## src/rtl/if_fetch_stage.sv

```systemverilog
// ----------------------------------------------------------------------------
// if_fetch_stage
//   Instruction-fetch stage sitting behind the PC generator. Issues in-order
//   reads to instruction memory, tracks the PC of every outstanding request,
//   and queues {pc, inst} pairs for decode. Redirects (flush_i) clear the
//   output queue and turn every in-flight response into a drop.
//
// Parameters
//   FIFO_DEPTH       output queue depth (power of two, >= 2)
//   MAX_OUTSTANDING  max memory requests in flight (>= 1, <= FIFO_DEPTH)
//
// Ports
//   clk_i, reset_i                 clock, asynchronous active-high reset
//   pc_i, pc_valid_i               current PC from the PC generator
//   flush_i                        jump/branch redirect
//   stage_IF_ready_o               fetch of pc_i accepted (PC may advance)
//   imem_req_valid_o/addr_o/ready_i  memory read request channel
//   imem_rsp_valid_i/data_i        in-order memory read responses
//   id_valid_o/pc_o/inst_o/ready_i decode-side output queue head
//   id_misalign_o                  head entry is a misaligned-PC marker
//                                  (only with IF_MISALIGN_CHECK_EN)
//
// Configuration
//   IF_MISALIGN_CHECK_EN  when defined, a PC with pc_i[1:0] != 0 issues no
//                         memory read; a {pc, 0} entry flagged misaligned is
//                         queued instead once the stage has drained.
// ----------------------------------------------------------------------------
module if_fetch_stage #(
    parameter int unsigned FIFO_DEPTH      = 4,
    parameter int unsigned MAX_OUTSTANDING = 2
) (
    input  logic        clk_i,
    input  logic        reset_i,
    input  logic [31:0] pc_i,
    input  logic        pc_valid_i,
    input  logic        flush_i,
    output logic        stage_IF_ready_o,
    output logic        imem_req_valid_o,
    output logic [31:0] imem_req_addr_o,
    input  logic        imem_req_ready_i,
    input  logic        imem_rsp_valid_i,
    input  logic [31:0] imem_rsp_data_i,
    output logic        id_valid_o,
    output logic [31:0] id_pc_o,
    output logic [31:0] id_inst_o,
`ifdef IF_MISALIGN_CHECK_EN
    output logic        id_misalign_o,
`endif
    input  logic        id_ready_i
);

    localparam int unsigned AW = $clog2(FIFO_DEPTH);
    localparam int unsigned CW = $clog2(FIFO_DEPTH + 1);
    localparam int unsigned OW = $clog2(MAX_OUTSTANDING + 1);
    localparam int unsigned PW = (MAX_OUTSTANDING > 1) ? $clog2(MAX_OUTSTANDING) : 1;

    // Pending-PC queue: PC of each request still waiting for its response.
    logic [31:0]   pend_pc_q [MAX_OUTSTANDING];
    logic [PW-1:0] pend_wr_q, pend_rd_q;
    logic [OW-1:0] outstanding_q, outstanding_d;
    logic [OW-1:0] drop_cnt_q, drop_cnt_d;

    // Output queue.
    logic [31:0]   fifo_pc_q   [FIFO_DEPTH];
    logic [31:0]   fifo_inst_q [FIFO_DEPTH];
    logic          fifo_mis_q  [FIFO_DEPTH];
    logic [AW-1:0] fifo_wr_q, fifo_rd_q;
    logic [CW-1:0] fifo_cnt_q, fifo_cnt_d;

    logic        credit, req_fire, rsp_fire, fifo_push, fifo_pop;
    logic        mis_push;
    logic [31:0] push_pc, push_inst;

    function automatic logic [PW-1:0] pend_next(input logic [PW-1:0] p);
        if (p == PW'(MAX_OUTSTANDING - 1)) return '0;
        return p + 1'b1;
    endfunction

    // Every outstanding request owns a future output slot, so the queue
    // cannot overflow when its response lands.
    assign credit = ((32'(outstanding_q) + 32'(fifo_cnt_q)) < FIFO_DEPTH) &&
                    (32'(outstanding_q) < MAX_OUTSTANDING);

`ifdef IF_MISALIGN_CHECK_EN
    logic misalign;
    assign misalign         = pc_valid_i && (pc_i[1:0] != 2'b00);
    // Wait for all in-flight reads so the marker stays in program order.
    assign mis_push         = misalign && !flush_i && (outstanding_q == '0) &&
                              (32'(fifo_cnt_q) < FIFO_DEPTH);
    assign imem_req_valid_o = pc_valid_i && !misalign && credit && !flush_i;
    assign id_misalign_o    = id_valid_o && fifo_mis_q[fifo_rd_q];
`else
    assign mis_push         = 1'b0;
    assign imem_req_valid_o = pc_valid_i && credit && !flush_i;
`endif

    assign imem_req_addr_o  = pc_i;
    assign req_fire         = imem_req_valid_o && imem_req_ready_i;
    assign stage_IF_ready_o = req_fire || mis_push;

    // Ignore stray responses with nothing in flight.
    assign rsp_fire  = imem_rsp_valid_i && (outstanding_q != '0);
    assign fifo_push = (rsp_fire && (drop_cnt_q == '0) && !flush_i) || mis_push;
    assign fifo_pop  = id_valid_o && id_ready_i;
    assign push_pc   = mis_push ? pc_i : pend_pc_q[pend_rd_q];
    assign push_inst = mis_push ? 32'h0 : imem_rsp_data_i;

    assign id_valid_o = (fifo_cnt_q != '0);
    assign id_pc_o    = id_valid_o ? fifo_pc_q[fifo_rd_q]   : 32'h0;
    assign id_inst_o  = id_valid_o ? fifo_inst_q[fifo_rd_q] : 32'h0;

    always_comb begin
        outstanding_d = outstanding_q;
        if (req_fire && !rsp_fire) begin
            outstanding_d = outstanding_q + 1'b1;
        end else if (!req_fire && rsp_fire) begin
            outstanding_d = outstanding_q - 1'b1;
        end

        // On flush every request still in flight becomes a drop; a response
        // arriving in the flush cycle is discarded directly.
        drop_cnt_d = drop_cnt_q;
        if (flush_i) begin
            drop_cnt_d = rsp_fire ? outstanding_q - 1'b1 : outstanding_q;
        end else if (rsp_fire && (drop_cnt_q != '0)) begin
            drop_cnt_d = drop_cnt_q - 1'b1;
        end

        fifo_cnt_d = fifo_cnt_q;
        if (flush_i) begin
            fifo_cnt_d = '0;
        end else if (fifo_push && !fifo_pop) begin
            fifo_cnt_d = fifo_cnt_q + 1'b1;
        end else if (!fifo_push && fifo_pop) begin
            fifo_cnt_d = fifo_cnt_q - 1'b1;
        end
    end

    always_ff @(posedge clk_i or posedge reset_i) begin
        if (reset_i) begin
            pend_wr_q     <= '0;
            pend_rd_q     <= '0;
            outstanding_q <= '0;
            drop_cnt_q    <= '0;
            fifo_wr_q     <= '0;
            fifo_rd_q     <= '0;
            fifo_cnt_q    <= '0;
        end else begin
            outstanding_q <= outstanding_d;
            drop_cnt_q    <= drop_cnt_d;
            fifo_cnt_q    <= fifo_cnt_d;
            if (req_fire) pend_wr_q <= pend_next(pend_wr_q);
            if (rsp_fire) pend_rd_q <= pend_next(pend_rd_q);
            if (flush_i) begin
                fifo_wr_q <= '0;
                fifo_rd_q <= '0;
            end else begin
                if (fifo_push) fifo_wr_q <= fifo_wr_q + 1'b1;
                if (fifo_pop)  fifo_rd_q <= fifo_rd_q + 1'b1;
            end
        end
    end

    // Storage arrays need no reset: outputs are gated by the queue count.
    always_ff @(posedge clk_i) begin
        if (req_fire) pend_pc_q[pend_wr_q] <= pc_i;
        if (fifo_push) begin
            fifo_pc_q[fifo_wr_q]   <= push_pc;
            fifo_inst_q[fifo_wr_q] <= push_inst;
            fifo_mis_q[fifo_wr_q]  <= mis_push;
        end
    end

endmodule

```

## config.mk

```make
export PLATFORM = sky130hd
export DESIGN_NAME = if_fetch_stage
export DESIGN_NICKNAME = d
export VERILOG_FILES = /design/src/rtl/if_fetch_stage.sv
export SDC_FILE = /design/constraint.sdc
export NUM_CORES = 1
export LEC_CHECK = 0
export ABC_AREA = 1
export ABC_CLOCK_PERIOD_IN_PS = 6400
export CAP_MARGIN = 20
export CORE_ASPECT_RATIO = 2
export CORE_MARGIN = 2
export CORE_UTILIZATION = 35
export DETAILED_ROUTE_END_ITERATION = 8
export PLACE_DENSITY_LB_ADDON = 0.05
export SYNTH_ARGS = -nofsm -noshare
export SYNTH_HDL_FRONTEND = slang
export SYNTH_SLANG_ARGS = --single-unit
export TNS_END_PERCENT = 50
```

## constraint.sdc

```tcl
create_clock -name clk_i -period 6.4 [get_ports clk_i]
set_input_delay 1.28 -clock clk_i [delete_from_list [all_inputs] [get_ports clk_i]]
set_output_delay 1.28 -clock clk_i [all_outputs]
set_load 0.005 [all_outputs]
```

# After elaboration in Yosys (flattened, before gate mapping)
# Memories as Yosys holds them, arrays and structs flattened.
# Index checks and enable logic that the tools add are counted.
op_classes:
  addsub: 10
  magnitude_cmp: 2
  mux: 26
  n_reduce_logical: 27
ops:
  columns: ["operator", "count"]
  rows:
  - ["two-way mux 32 bit", 2]
  - ["two-way mux 2 bit", 9]
  - ["logical AND 1 bit", 13]
  - ["two-way mux 1 bit", 12]
  - ["nonzero test 2 bit", 6]
  - ["two-way mux 3 bit", 3]
  - ["adder 2 x 1 -> 2 bit, second input constant", 3]
  - ["nonzero test 3 bit", 2]
  - ["zero test 1 bit", 5]
  - ["adder 2 x 3 -> 4 bit", 1]
  - ["less-than comparator 4 x 3 -> 1 bit, second input constant", 1]
  - ["subtractor 2 x 1 -> 2 bit, second input constant", 2]
  - ["adder 3 x 1 -> 3 bit, second input constant", 1]
  - ["subtractor 3 x 1 -> 3 bit, second input constant", 1]
  - ["adder 1 bit, second input constant", 2]
  - ["zero test 2 bit", 1]
  - ["less-than comparator 2 bit, second input constant", 1]
totals:
  reg_bits: 13
  mem_bits_rw: 320
  input_bits: 71
  output_inout_bits: 99
  wordCells: 75
  memories: 3
memory_table:
  columns: ["memory", "depth", "width", "read_ports", "rd_clocked_by_memory_dff", "write_ports", "line", "source"]
  rows:
  - ["fifo_inst_q", 4, 32, 1, 0, 1, "65", "logic [31:0] fifo_inst_q [FIFO_DEPTH];"]
  - ["fifo_pc_q", 4, 32, 1, 0, 1, "64", "logic [31:0] fifo_pc_q [FIFO_DEPTH];"]
  - ["pend_pc_q", 2, 32, 1, 0, 1, "58", "logic [31:0] pend_pc_q [MAX_OUTSTANDING];"]

# Depth between registers and ports, before layout
depth:
  depth_word: 10
  depth_mapped: 14
  ltp_nobuf: 14

# Worst setup path before layout
# Ideal clock, no wire load.
synth_path:
  path_kind: "in2reg"
  from: "in flush_i"
  to: "mem fifo_inst_q[0][0], enable pin"
  setup_time_ns: 0.487
  arrival_ns: 4.361
  t_required_ns: 5.913
  slack_ns: 1.553
  stages: 4
  n_path_buf: 1
  cell_sequence: "buf_2 inv_2 nand3_1 nor2_1"
synth_via:
  elab_chain_cells: 4
synth_rtl:
  columns: ["item", "line", "source"]
  rows:
  - ["from (decl)", "36", "input logic flush_i,"]
  - ["zero test 1 bit", "103", "assign fifo_push = (rsp_fire && (drop_cnt_q == '0) && !flush_i) || mis_push;"]
  - ["logical AND 1 bit", "103", null]
  - ["two-way mux 1 bit", "167", "if (fifo_push) begin"]
  - ["two-way mux 1 bit", null, null]
  - ["to (decl)", "65", null]
# No other way between the ends.

# Worst setup path in the final report
layout_path:
  from: "reg fifo_rd_q[0]"
  to: "out id_inst_o[7]"
layout_via:
  elab_chain_cells: 2
layout_rtl:
  columns: ["item", "line", "source"]
  rows:
  - ["from (decl)", "67", "logic [AW-1:0] fifo_wr_q, fifo_rd_q;"]
  - ["from (signal assigned)", "159", "if (fifo_pop) fifo_rd_q <= fifo_rd_q + 1'b1;"]
  - ["memory (4 x 32 bit)", null, null]
  - ["two-way mux 32 bit", "110", "assign id_inst_o = id_valid_o ? fifo_inst_q[fifo_rd_q] : 32'h0;"]
  - ["to (decl)", "45", "output logic [31:0] id_inst_o,"]
# No other way between the ends.

==> run metrics <==
outcome=completed; FF-to-FF End=fifo_pc_q[2][17]; Final Cycle Share=74.8%; Setup TNS=0 ns; Fmax=209 MHz; max_slew headroom=35.4%; Final GP Congestion=0.699; core area=around 38,000 µm²; CP cell instances=inv_4 > buf_4 > o21ai_0 > a21oi_1 > clkdlybuf4s50_1; IO buf count=~170; Logic pwr share=27.1%; crit path to=id_inst_o[7]; Worst setup EP type=primary output; Starting Density=35.3%; crit path DAT=3.50 ns; Int Pwr=4.50 mW; DRC Markers=0; CTS tree=done; Clock Skews=between 0.02 and 0.025 ns; Final ANT Viol Nets=0; Async SR Flop Fraction=3.90%; die area=39,600 µm²; clk_lat worst skew=between 0.5 and 0.6 ns; CP peak stage delay=0.79 ns; FF-to-FF setup slack=3.53 ns; Post-synth EDFFs=320; kind of critical path=flip-flop to primary output; Avg Cell Area, Syn=12.5 µm²; Crit. Startpoint=fifo_rd_q[0]; dpl cells=1,621; # setup viols final=0; CTS buffer count=31; number of library cell types mapped by synthesis=22; unrepaired setup endpoints after global routing=false; Reg power frac=42.1%; routed vias/inst=about 4.7; Synth-to-Final Area Change=22.8%; Worst-Margin Slew=0.969 ns; vias in the first global route=7,981; gr ovfl total=0; CTS resizes=0; sequential-to-total area share from yosys stat=around 75%; CTS HTree Levels=1; all-layer global routing usage=between 10% and 20%; number of synthesis warnings=0; Critical Path Fanout Max=100; count leader, synth=edfxtp_1; P_sw=1.87 mW; layout cell share with drive strength beyond 1=under 10%; Synth area leaders=edfxtp_1 72%, nor2_1 7.6%, o21ai_0 5.1%, nand2_1 3.3%, a21oi_1 2.5%; largest net degree at the start of global routing=101; Post-Syn Area=13,300 µm²; final design utilization=43.3%; Die X=around 140 µm; Clock Tree Root=clkbuf_16; Ports=170; FF+latch count, synth=333; # nets final=roughly 1,300; max_cap viols=0; Final Non-Filler Cells=approximately 1,700; post-synth top area cell=edfxtp_1; Slowest cell on crit path=inv_4; post-layout min period=4.78 ns; Commonest cells post-synth=320 x edfxtp_1, 269 x nor2_1, 135 x o21ai_0; sw frac=between 20% and 30%; Reg clk slew, reported paths=0.07 ns; Post-Route WL=30,000 µm; Critical Path RT=5.12 ns; R2R Path Start=outstanding_q[0]; HPWL Detailed=16,600 µm; Hold Path Class=flip-flop to flip-flop; Post-Syn Nets=between 1,000 and 1,500; total power draw=6.38 mW; height of the die=279 µm; clock power share=between 30 and 40%; Mapped Cells=1,065; FF-to-FF path depth=6; Longest Clk Path Bufs=3; first-pass GRT wire length=45,700 µm; CP startpoint kind=flip-flop; max-slew violation count=0; 1st-pass router iterations=5; Cell Pwr Density=391 nW/µm²; initial DRC count=411; Max IR drop VDD=0.290 mV; TritonCTS Sinks=~330; Synth Flop Type=edfxtp_1; setup bufs post-CTS=0; vias post-DR=7,935; P_leak=around 5.6 nW; Yosys top cell area share=72.4%; # diodes=0; row count=101; cts hold-fix bufs=0; initial antenna violation count=0; DR WL/cell=about 18 µm; Final Hold Violating Endpoints=0
-- metal layers --
metal	share of wire (%)	vias to the layer above	GRT usage [%]
met5	0	-	0
met4	2.2	0	4.72
met3	3.7	40	2.02
met2	51	168	26.7
met1	43	3797	19.0
li1	-	3930	-
-- flip-flops by register name, indices dropped and copies added, names as in the netlist --
name and flops:
fifo_inst_q 128, fifo_pc_q 128, pend_wr_q 1, pend_pc_q 64, drop_cnt_q 2, pend_rd_q 1
fifo_rd_q 2, outstanding_q 2, fifo_wr_q 2, fifo_cnt_q 3
-- how the worst min path moves through the flow --
stage                startpoint               end  slack (ns)  depth (start not counted)
2_1_floorplan  outstanding_q[0]  outstanding_q[0]        0.49                          1
3_3_place_gp   outstanding_q[0]  outstanding_q[0]        0.54                          1
3_5_place_dp   outstanding_q[0]  outstanding_q[0]        0.54                          1
4_1_cts        outstanding_q[0]  outstanding_q[0]        0.55                          1
5_1_grt        outstanding_q[0]  outstanding_q[0]        0.58                          1
6_report       outstanding_q[0]  outstanding_q[0]        0.55                          1
-- power by group through the flow --
stage | registers [mW] | logic, mW | clock network [mW]
after global placement | 2.74 | 1.76 | 0
after floorplan | 2.68 | 0.920 | 0
after global routing | 2.70 | 1.95 | 2.10
after CTS | 2.69 | 1.78 | 2.03
after detailed placement | 2.74 | 1.77 | 0
final | 2.69 | 1.73 | 1.96
-- kinds of logic after synthesis --
family | share of synthesized area, %
simple gates | 11.4
flops | 74.8
compound gates | 7.67
buf+inv | 4.80
fa+ha+maj | 0.905
xor+xnor | 0.462
-- cell usage in the layout (no fill, tap or decap) --
cell type and count:
dfrtp_4 2, inv_2 3, o21ai_0 135, xor2_1 5, nand3_1 10, inv_4 1
bufinv_16 7, edfxtp_1 320, clkinv_2 6, inv_6 1, a21oi_1 66, nor2_1 263
ha_1 8, a21boi_0 1, clkinv_4 1, clkdlybuf4s50_1 169, clkbuf_1 5, clkinvlp_4 1
clkinv_1 5, o21ai_1 1, nor2_4 7, xnor2_1 2, inv_1 25, buf_4 10
buf_12 4, fa_1 1, clkbuf_16 31, nor3_1 1, dfrtp_1 11, nand2_1 115
-- layout make-up --
type                       count  area (µm²)
fill                        3498       21300
timing repair buffer         183        1850
inverter                      29         111
multi-input combinational    615        2750
tap                          463         579
clock buffer                  36         795
sequential                   333        9940
clock inverter                21         284
-- through the flow --
stage	worst slack, ns	hold slack (ns)	instance area (µm²)
floorplan	1.55	0.487	13300
global placement	2.01	0.536	15200
detailed placement	2.03	0.535	15200
CTS	1.49	0.550	16300
global route	1.33	0.578	16300
finish	1.62	0.552	16300
-- critical path: cells and delay by family (launching register included) --
kind                   cells  cell delay (ns)
buffers and inverters      3             1.77
flip-flops                 1             0.73
AO/OA/AOI/OAI              2             0.39
Note: power is estimated with default switching activity, not from simulation.
